==> src/rtl/l1_mem_pkg.sv <==
// Shared types and default sizes for the L1 data-cache write buffer.
package l1_mem_pkg;

    localparam int unsigned WB_DEPTH  = 4;
    localparam int unsigned WB_ADDR_W = 32;
    localparam int unsigned WB_DATA_W = 32;

    // Memory-side sequencer states
    typedef enum logic [1:0] {
        IDLE       = 2'd0,
        READ_ISSUE = 2'd1,
        READ_RESP  = 2'd2,
        DRAIN      = 2'd3
    } wb_state_t;

    // One buffered write-back
    typedef struct packed {
        logic [WB_ADDR_W-1:0] addr;
        logic [WB_DATA_W-1:0] data;
    } wb_entry_t;

endpackage

==> src/rtl/wb_fifo.sv <==
// Circular write-buffer FIFO; exposes every slot, the head pointer and a
// valid mask so the parent can search entries in age order.
module wb_fifo
    import l1_mem_pkg::*;
#(
    parameter int unsigned DEPTH = WB_DEPTH
) (
    input  logic                          clk,
    input  logic                          reset,
    input  logic                          push_i,
    input  wb_entry_t                     push_entry_i,
    input  logic                          pop_i,
    output logic [$clog2(DEPTH)-1:0]      head_o,
    output logic [$clog2(DEPTH+1)-1:0]    count_o,
    output logic                          full_o,
    output wb_entry_t [DEPTH-1:0]         entries_o,
    output logic [DEPTH-1:0]              valid_c_o
);

    localparam int unsigned PTR_W = $clog2(DEPTH);
    localparam int unsigned CNT_W = $clog2(DEPTH + 1);
    localparam logic [CNT_W-1:0] CNT_FULL = CNT_W'(DEPTH);

    wb_entry_t [DEPTH-1:0] mem_q;
    logic [PTR_W-1:0]      head_q, head_d, tail_q, tail_d, slot_off;
    logic [CNT_W-1:0]      count_q, count_d;
    logic                  full_q, push_ok, pop_ok;

    // Pointer/count update; a push always wins so both never commit together
    always_comb begin
        push_ok = push_i && (count_q != CNT_FULL);
        pop_ok  = pop_i && !push_i && (count_q != '0);
        head_d  = head_q;
        tail_d  = tail_q;
        count_d = count_q;
        if (push_ok) begin
            tail_d  = tail_q + PTR_W'(1);
            count_d = count_q + CNT_W'(1);
        end else if (pop_ok) begin
            head_d  = head_q + PTR_W'(1);
            count_d = count_q - CNT_W'(1);
        end
    end

    // Control state registers
    always_ff @(posedge clk or posedge reset) begin
        if (reset) begin
            head_q  <= '0;
            tail_q  <= '0;
            count_q <= '0;
            full_q  <= 1'b0;
        end else begin
            head_q  <= head_d;
            tail_q  <= tail_d;
            count_q <= count_d;
            full_q  <= (count_d == CNT_FULL);
        end
    end

    // Entry storage needs no reset; the valid mask qualifies it
    always_ff @(posedge clk) begin
        if (push_ok) begin
            mem_q[tail_q] <= push_entry_i;
        end
    end

    // A slot is live when its distance from head is below the count
    always_comb begin
        valid_c_o = '0;
        slot_off  = '0;
        for (int i = 0; i < DEPTH; i++) begin
            slot_off     = PTR_W'(i) - head_q;
            valid_c_o[i] = (CNT_W'(slot_off) < count_q);
        end
    end

    assign head_o    = head_q;
    assign count_o   = count_q;
    assign full_o    = full_q;
    assign entries_o = mem_q;

endmodule

==> src/rtl/l1_dcache_write_buffer.sv <==
// L1 data-cache write buffer and RAM-side sequencer.
// Optional feature macro: L1_WB_FORWARD_EN (serve buffer-hit reads from the buffer).
module l1_dcache_write_buffer
    import l1_mem_pkg::*;
#(
    parameter int unsigned DEPTH  = WB_DEPTH,
    parameter int unsigned ADDR_W = WB_ADDR_W,
    parameter int unsigned DATA_W = WB_DATA_W
) (
    input  logic                       clk,
    input  logic                       reset,
    input  logic                       cache_mem_request,
    input  logic                       cache_mem_write_enable,
    input  logic [ADDR_W-1:0]          cache_mem_address,
    input  logic [DATA_W-1:0]          cache_mem_write_data,
    output logic                       cache_mem_ready,
    output logic [DATA_W-1:0]          cache_mem_response_data,
    output logic                       cache_mem_resp_valid,
    output logic                       mem_request,
    output logic                       mem_write_enable,
    output logic [ADDR_W-1:0]          mem_address,
    output logic [DATA_W-1:0]          mem_write_data,
    input  logic [DATA_W-1:0]          mem_response_data,
    input  logic                       mem_ready,
    output logic [$clog2(DEPTH+1)-1:0] wb_count,
    output logic                       wb_full
);

    localparam int unsigned PTR_W = $clog2(DEPTH);
`ifdef L1_WB_FORWARD_EN
    localparam bit FWD_EN = 1'b1;
`else
    localparam bit FWD_EN = 1'b0;
`endif

    wb_state_t             state_q, state_d;
    logic                  mem_request_q, mem_request_d, mem_we_q, mem_we_d;
    logic [ADDR_W-1:0]     mem_addr_q, mem_addr_d;
    logic [DATA_W-1:0]     mem_wdata_q, mem_wdata_d, resp_data_q, resp_data_d;
    logic                  resp_valid_q, resp_valid_d;
    logic                  is_read_c, is_write_c, hit_c, start_drain_c, push_c, pop_c;
    logic [DATA_W-1:0]     hit_data_c;
    logic [PTR_W-1:0]      head, idx_c;
    logic [$clog2(DEPTH+1)-1:0] count;
    logic                  full;
    wb_entry_t [DEPTH-1:0] entries;
    logic [DEPTH-1:0]      valid;
    wb_entry_t             head_entry_c, push_entry_c;

    wb_fifo #(.DEPTH(DEPTH)) u_fifo (
        .clk          (clk),
        .reset        (reset),
        .push_i       (push_c),
        .push_entry_i (push_entry_c),
        .pop_i        (pop_c),
        .head_o       (head),
        .count_o      (count),
        .full_o       (full),
        .entries_o    (entries),
        .valid_c_o    (valid)
    );

    assign is_read_c    = cache_mem_request && !cache_mem_write_enable;
    assign is_write_c   = cache_mem_request && cache_mem_write_enable;
    assign head_entry_c = entries[head];

    // Youngest-match search: walk from head so the last hit is the newest
    always_comb begin
        hit_c      = 1'b0;
        hit_data_c = '0;
        idx_c      = '0;
        for (int k = 0; k < DEPTH; k++) begin
            idx_c = head + PTR_W'(k);
            if (valid[idx_c] && (entries[idx_c].addr == WB_ADDR_W'(cache_mem_address))) begin
                hit_c      = 1'b1;
                hit_data_c = DATA_W'(entries[idx_c].data);
            end
        end
    end

    // Accept only in IDLE, never while full for writes or on an unforwardable hit
    assign cache_mem_ready = (state_q == IDLE) && !reset
                             && !(is_write_c && full)
                             && !(is_read_c && hit_c && !FWD_EN);

    // Next state and next values of the registered RAM/response outputs
    always_comb begin
        state_d           = state_q;
        push_c            = 1'b0;
        pop_c             = 1'b0;
        start_drain_c     = 1'b0;
        mem_request_d     = mem_request_q;
        mem_we_d          = mem_we_q;
        mem_addr_d        = mem_addr_q;
        mem_wdata_d       = mem_wdata_q;
        resp_data_d       = resp_data_q;
        resp_valid_d      = 1'b0;
        push_entry_c.addr = WB_ADDR_W'(cache_mem_address);
        push_entry_c.data = WB_DATA_W'(cache_mem_write_data);
        case (state_q)
            IDLE: begin
                if (is_read_c) begin
                    if (!hit_c) begin
                        state_d       = READ_ISSUE;
                        mem_request_d = 1'b1;
                        mem_we_d      = 1'b0;
                        mem_addr_d    = cache_mem_address;
                    end else if (FWD_EN) begin
                        resp_data_d  = hit_data_c;
                        resp_valid_d = 1'b1;
                    end else begin
                        start_drain_c = 1'b1;
                    end
                end else if (is_write_c) begin
                    if (full) start_drain_c = 1'b1;
                    else      push_c        = 1'b1;
                end else if (count != '0) begin
                    start_drain_c = 1'b1;
                end
            end
            READ_ISSUE: begin
                if (mem_ready) begin
                    state_d       = READ_RESP;
                    mem_request_d = 1'b0;
                end
            end
            READ_RESP: begin
                resp_data_d  = mem_response_data;
                resp_valid_d = 1'b1;
                state_d      = IDLE;
            end
            DRAIN: begin
                if (mem_ready) begin
                    pop_c         = 1'b1;
                    state_d       = IDLE;
                    mem_request_d = 1'b0;
                    mem_we_d      = 1'b0;
                end
            end
            default: state_d = IDLE;
        endcase
        if (start_drain_c) begin
            state_d       = DRAIN;
            mem_request_d = 1'b1;
            mem_we_d      = 1'b1;
            mem_addr_d    = ADDR_W'(head_entry_c.addr);
            mem_wdata_d   = DATA_W'(head_entry_c.data);
        end
    end

    // State and output registers
    always_ff @(posedge clk or posedge reset) begin
        if (reset) begin
            state_q       <= IDLE;
            mem_request_q <= 1'b0;
            mem_we_q      <= 1'b0;
            mem_addr_q    <= '0;
            mem_wdata_q   <= '0;
            resp_data_q   <= '0;
            resp_valid_q  <= 1'b0;
        end else begin
            state_q       <= state_d;
            mem_request_q <= mem_request_d;
            mem_we_q      <= mem_we_d;
            mem_addr_q    <= mem_addr_d;
            mem_wdata_q   <= mem_wdata_d;
            resp_data_q   <= resp_data_d;
            resp_valid_q  <= resp_valid_d;
        end
    end

    assign mem_request             = mem_request_q;
    assign mem_write_enable        = mem_we_q;
    assign mem_address             = mem_addr_q;
    assign mem_write_data          = mem_wdata_q;
    assign cache_mem_response_data = resp_data_q;
    assign cache_mem_resp_valid    = resp_valid_q;
    assign wb_count                = count;
    assign wb_full                 = full;

endmodule

==> config.mk <==
export PLATFORM = sky130hd
export DESIGN_NAME = l1_dcache_write_buffer
export DESIGN_NICKNAME = d
export VERILOG_FILES = /design/src/rtl/l1_mem_pkg.sv /design/src/rtl/wb_fifo.sv /design/src/rtl/l1_dcache_write_buffer.sv
export SDC_FILE = /design/constraint.sdc
export NUM_CORES = 1
export LEC_CHECK = 0
export ABC_AREA = 1
export CAP_MARGIN = 20
export CORE_MARGIN = 3
export CORE_UTILIZATION = 55
export CTS_BUF_LIST = sky130_fd_sc_hd__clkbuf_2 sky130_fd_sc_hd__clkbuf_4 sky130_fd_sc_hd__clkbuf_8
export DETAILED_ROUTE_END_ITERATION = 16
export HOLD_SLACK_MARGIN = 0.03
export PLACE_DENSITY = 0.88
export SLEW_MARGIN = 40
export SYNTH_ARGS = -nofsm -noshare
export SYNTH_HDL_FRONTEND = slang
export SYNTH_SLANG_ARGS = --single-unit
==> constraint.sdc <==
create_clock -name clk -period 7.3 [get_ports clk]
set_clock_uncertainty 0.05 [all_clocks]
set_input_delay 0.73 -clock clk [delete_from_list [all_inputs] [get_ports clk]]
set_output_delay 0.73 -clock clk [all_outputs]
set_load 0.02 [all_outputs]
==> metrics <==
final worst slack=1370 ps; DR DRC count=0; crit path time final=5930 ps; initial detailed-routing violation count=1,861; crit end category=output pin; worst path cell trace=inv_2 -> nand2_1 -> nand2_2 -> buf_4 -> nand2_1 -> nand3_1 -> nand2_1 -> a21oi_1 -> nand2_1 -> nor2_1 -> nand3_1 -> nor2_1 -> nor2_1 -> nand2_1 -> a21oi_1 -> clkdlybuf4s50_1; Core ar.=33,800 um^2; largest net degree at the start of global routing=99; Worst Hold Margin=429 ps; Syn Nets=2,417; post-CTS sizing=0; Tightest Hold Check Type=reg -> reg; delay-heaviest family, CP=buffers and inverters; Routed Wire Length=53,900 um; Setup TNS Final=0 ps; clock latency on the worst-skew pair=650 ps; GP Congestion=0.917; Slew Limit Fails=0; Worst EP arrival=5150 ps; outcome=completed; Setup CP Type=reg -> out; layout cell share with drive strength beyond 1=7.21%; TritonCTS clock tree=done; Layout area overhead=19.6%; leakage=10.0 nW; synth warn=0; CTS root buffer=clkbuf_8; count of cell types in the netlist=26; Syn Std Cell Area=19,000 um^2; WP data required=6520 ps; GRT Overall Usage=28.9%; Final Cycle Share=81.2%; post-synthesis cell count=2,300; Die H=192 um; Worst Max-Slew Pin Slew=804 ps; initial core utilization=56.4%; RSZ-0062 raised after global routing=false; routed vias=17.1k; Clock transition at path regs=70 ps; Power Dens Cells=430 nW/um^2; Die X=192 um; total grt overflow=0; DR vias/cell=5.75; TritonRoute pass-1 iters=6; WP buf/inv=3; sequential area share after synthesis=54.7%; Hold Fails Final Rpt=0; Fmax=169 MHz; DP Worst Slack=2060 ps; vias in the first global route=16.3k; Setup violations, final=0; CTS max path bufs=3; Syn Area/Cell=8.28 um^2; Synth Register Bits=365; crit start category=flip-flop; Max stage delay on crit path=740 ps; std cell rows=67; clk sinks=365; full die area=36,900 um^2; detailed placement HPWL=34,800 um; Layout fillers=2,627; Port Buffers=204; total power=9.80 mW; Peak VDD IR=0.210 mV; cts bufs inserted=60; CP most frequent cell=nand2_1; I/O pin count=205; ANT nets after route=0; CP max FO=63; antenna violations before repair=2; first-pass GRT wire length=83,800 um; Final #Nets=2,588; H-tree Lvls=2; Max Cap Viol=0; Slew Limit Headroom=46.4%; Setup Buffers After CTS=0; Hold-fix buffers, CTS=0; Crit-path slowest cell=dfrtp_4; wire per inst=18.1 um
-- cell families after synthesis --
kind of cell	count (synthesis)	share of synthesized area [%]
buffers and inverters	218	4.83
adder cells (fa/ha/maj)	16	1.05
AND/OR/NAND/NOR	1528	33.0
multiplexers	32	1.89
AO/OA/AOI/OAI	119	3.47
XOR/XNOR	22	1.01
flip-flops	365	54.7
-- per-stage QoR --
stage / cell area [um^2] / util, % / instances
global placement: 21300 / 63.0 / 2854
detailed placement: 21300 / 63.2 / 2856
global route: 22800 / 67.4 / 2972
finish: 22800 / 67.4 / 2972
CTS: 22700 / 67.3 / 2970
floorplan: 19000 / - / 2300
-- worst min-delay path, delay by kind of cell, from the launching register on --
kind             cells  cell delay, ps
DFF                  1             350
and+or+nand+nor      2              90
-- synthesized netlist by cell type --
master | number | area, um^2
nand2_1 | 1038 | 3900
nand3_1 | 370 | 1850
edfxtp_1 | 256 | 7690
dfrtp_1 | 109 | 2730
inv_1 | 98 | 368
nor2_1 | 83 | 312
buf_2 | 63 | 315
o21ai_0 | 54 | 270
nand4_1 | 34 | 213
clkbuf_1 | 33 | 124
mux2_2 | 32 | 360
o21ai_1 | 30 | 150
o211ai_1 | 22 | 165
xor2_1 | 22 | 193
ha_1 | 16 | 200
buf_1 | 14 | 52.6
a21oi_1 | 8 | 40.0
buf_4 | 6 | 45.0
inv_2 | 3 | 11.3
a31oi_1 | 2 | 12.5
or2_2 | 2 | 12.5
a211oi_1 | 1 | 7.51
a22oi_1 | 1 | 7.51
clkinv_1 | 1 | 3.75
nand2_2 | 1 | 6.26
o21a_1 | 1 | 7.51
-- final timing paths --
check | from | to | slack, ps | cells after the start
max | u_fifo.head_o[1] | cache_mem_ready | 1370 | 16
min | mem_write_enable | mem_write_enable | 430 | 2
max reg2reg | u_fifo.head_o[1] | mem_write_data[14] | 2210 | 19
min reg2reg | mem_write_enable | mem_write_enable | 430 | 2
max in group asynchronous | reset | u_fifo.head_o[0] | 5500 | 3
min in group asynchronous | reset | cache_mem_response_data[20] | 480 | 2
-- metal layers --
metal / vias to the layer above / global-route usage [%] / part of all wire, %
met5: - / 0 / 0.024
met4: 2 / 15.9 / 5.0
met3: 186 / 5.26 / 10
met2: 1039 / 47.9 / 47
met1: 7850 / 36.1 / 37
li1: 8008 / - / -
-- layout by cell type (no fill, tap or decap), drive strengths merged, types with 34 or more instances in the layout --
cell           netlist  final
nand2             1039   1039
nand3              370    370
edfxtp             256    256
clkdlybuf4s50        0    204
dfrtp              109    109
inv                101    105
clkbuf              33     96
o21ai               84     84
nor2                83     83
nand4               34     34
-- registers in the layout, indices dropped and copies added (netlist names) --
signal,flops
mem_address,32
u_fifo.tail_q,2
cache_mem_resp_valid,1
mem_write_enable,1
mem_request,1
mem_write_data,32
state_q,2
u_fifo.entries_o,256
cache_mem_response_data,32
u_fifo.count_o,3
u_fifo.head_o,2
u_fifo.full_o,1
-- cell type report --
| type | instances | area (um^2) | area share [%] |
|---|---|---|---|
| antenna | 1 | 2.50 | 0.0110 |
| clock buffer | 96 | 1180 | 5.17 |
| clock inverter | 18 | 218 | 0.956 |
| inverter | 102 | 390 | 1.71 |
| multi-input combinational | 1717 | 7750 | 34.0 |
| sequential | 365 | 10400 | 45.8 |
| tap | 448 | 561 | 2.46 |
| timing repair buffer | 225 | 2250 | 9.88 |
-- report_power, final --
part | internal (mW) | total [mW] | switching (mW)
combinational | 1.65 | 4.86 | 3.21
clock | 1.18 | 2.01 | 0.839
sequential | 2.62 | 2.92 | 0.301
total | 5.45 | 9.80 | 4.35
(Power assumes the default switching activity.)
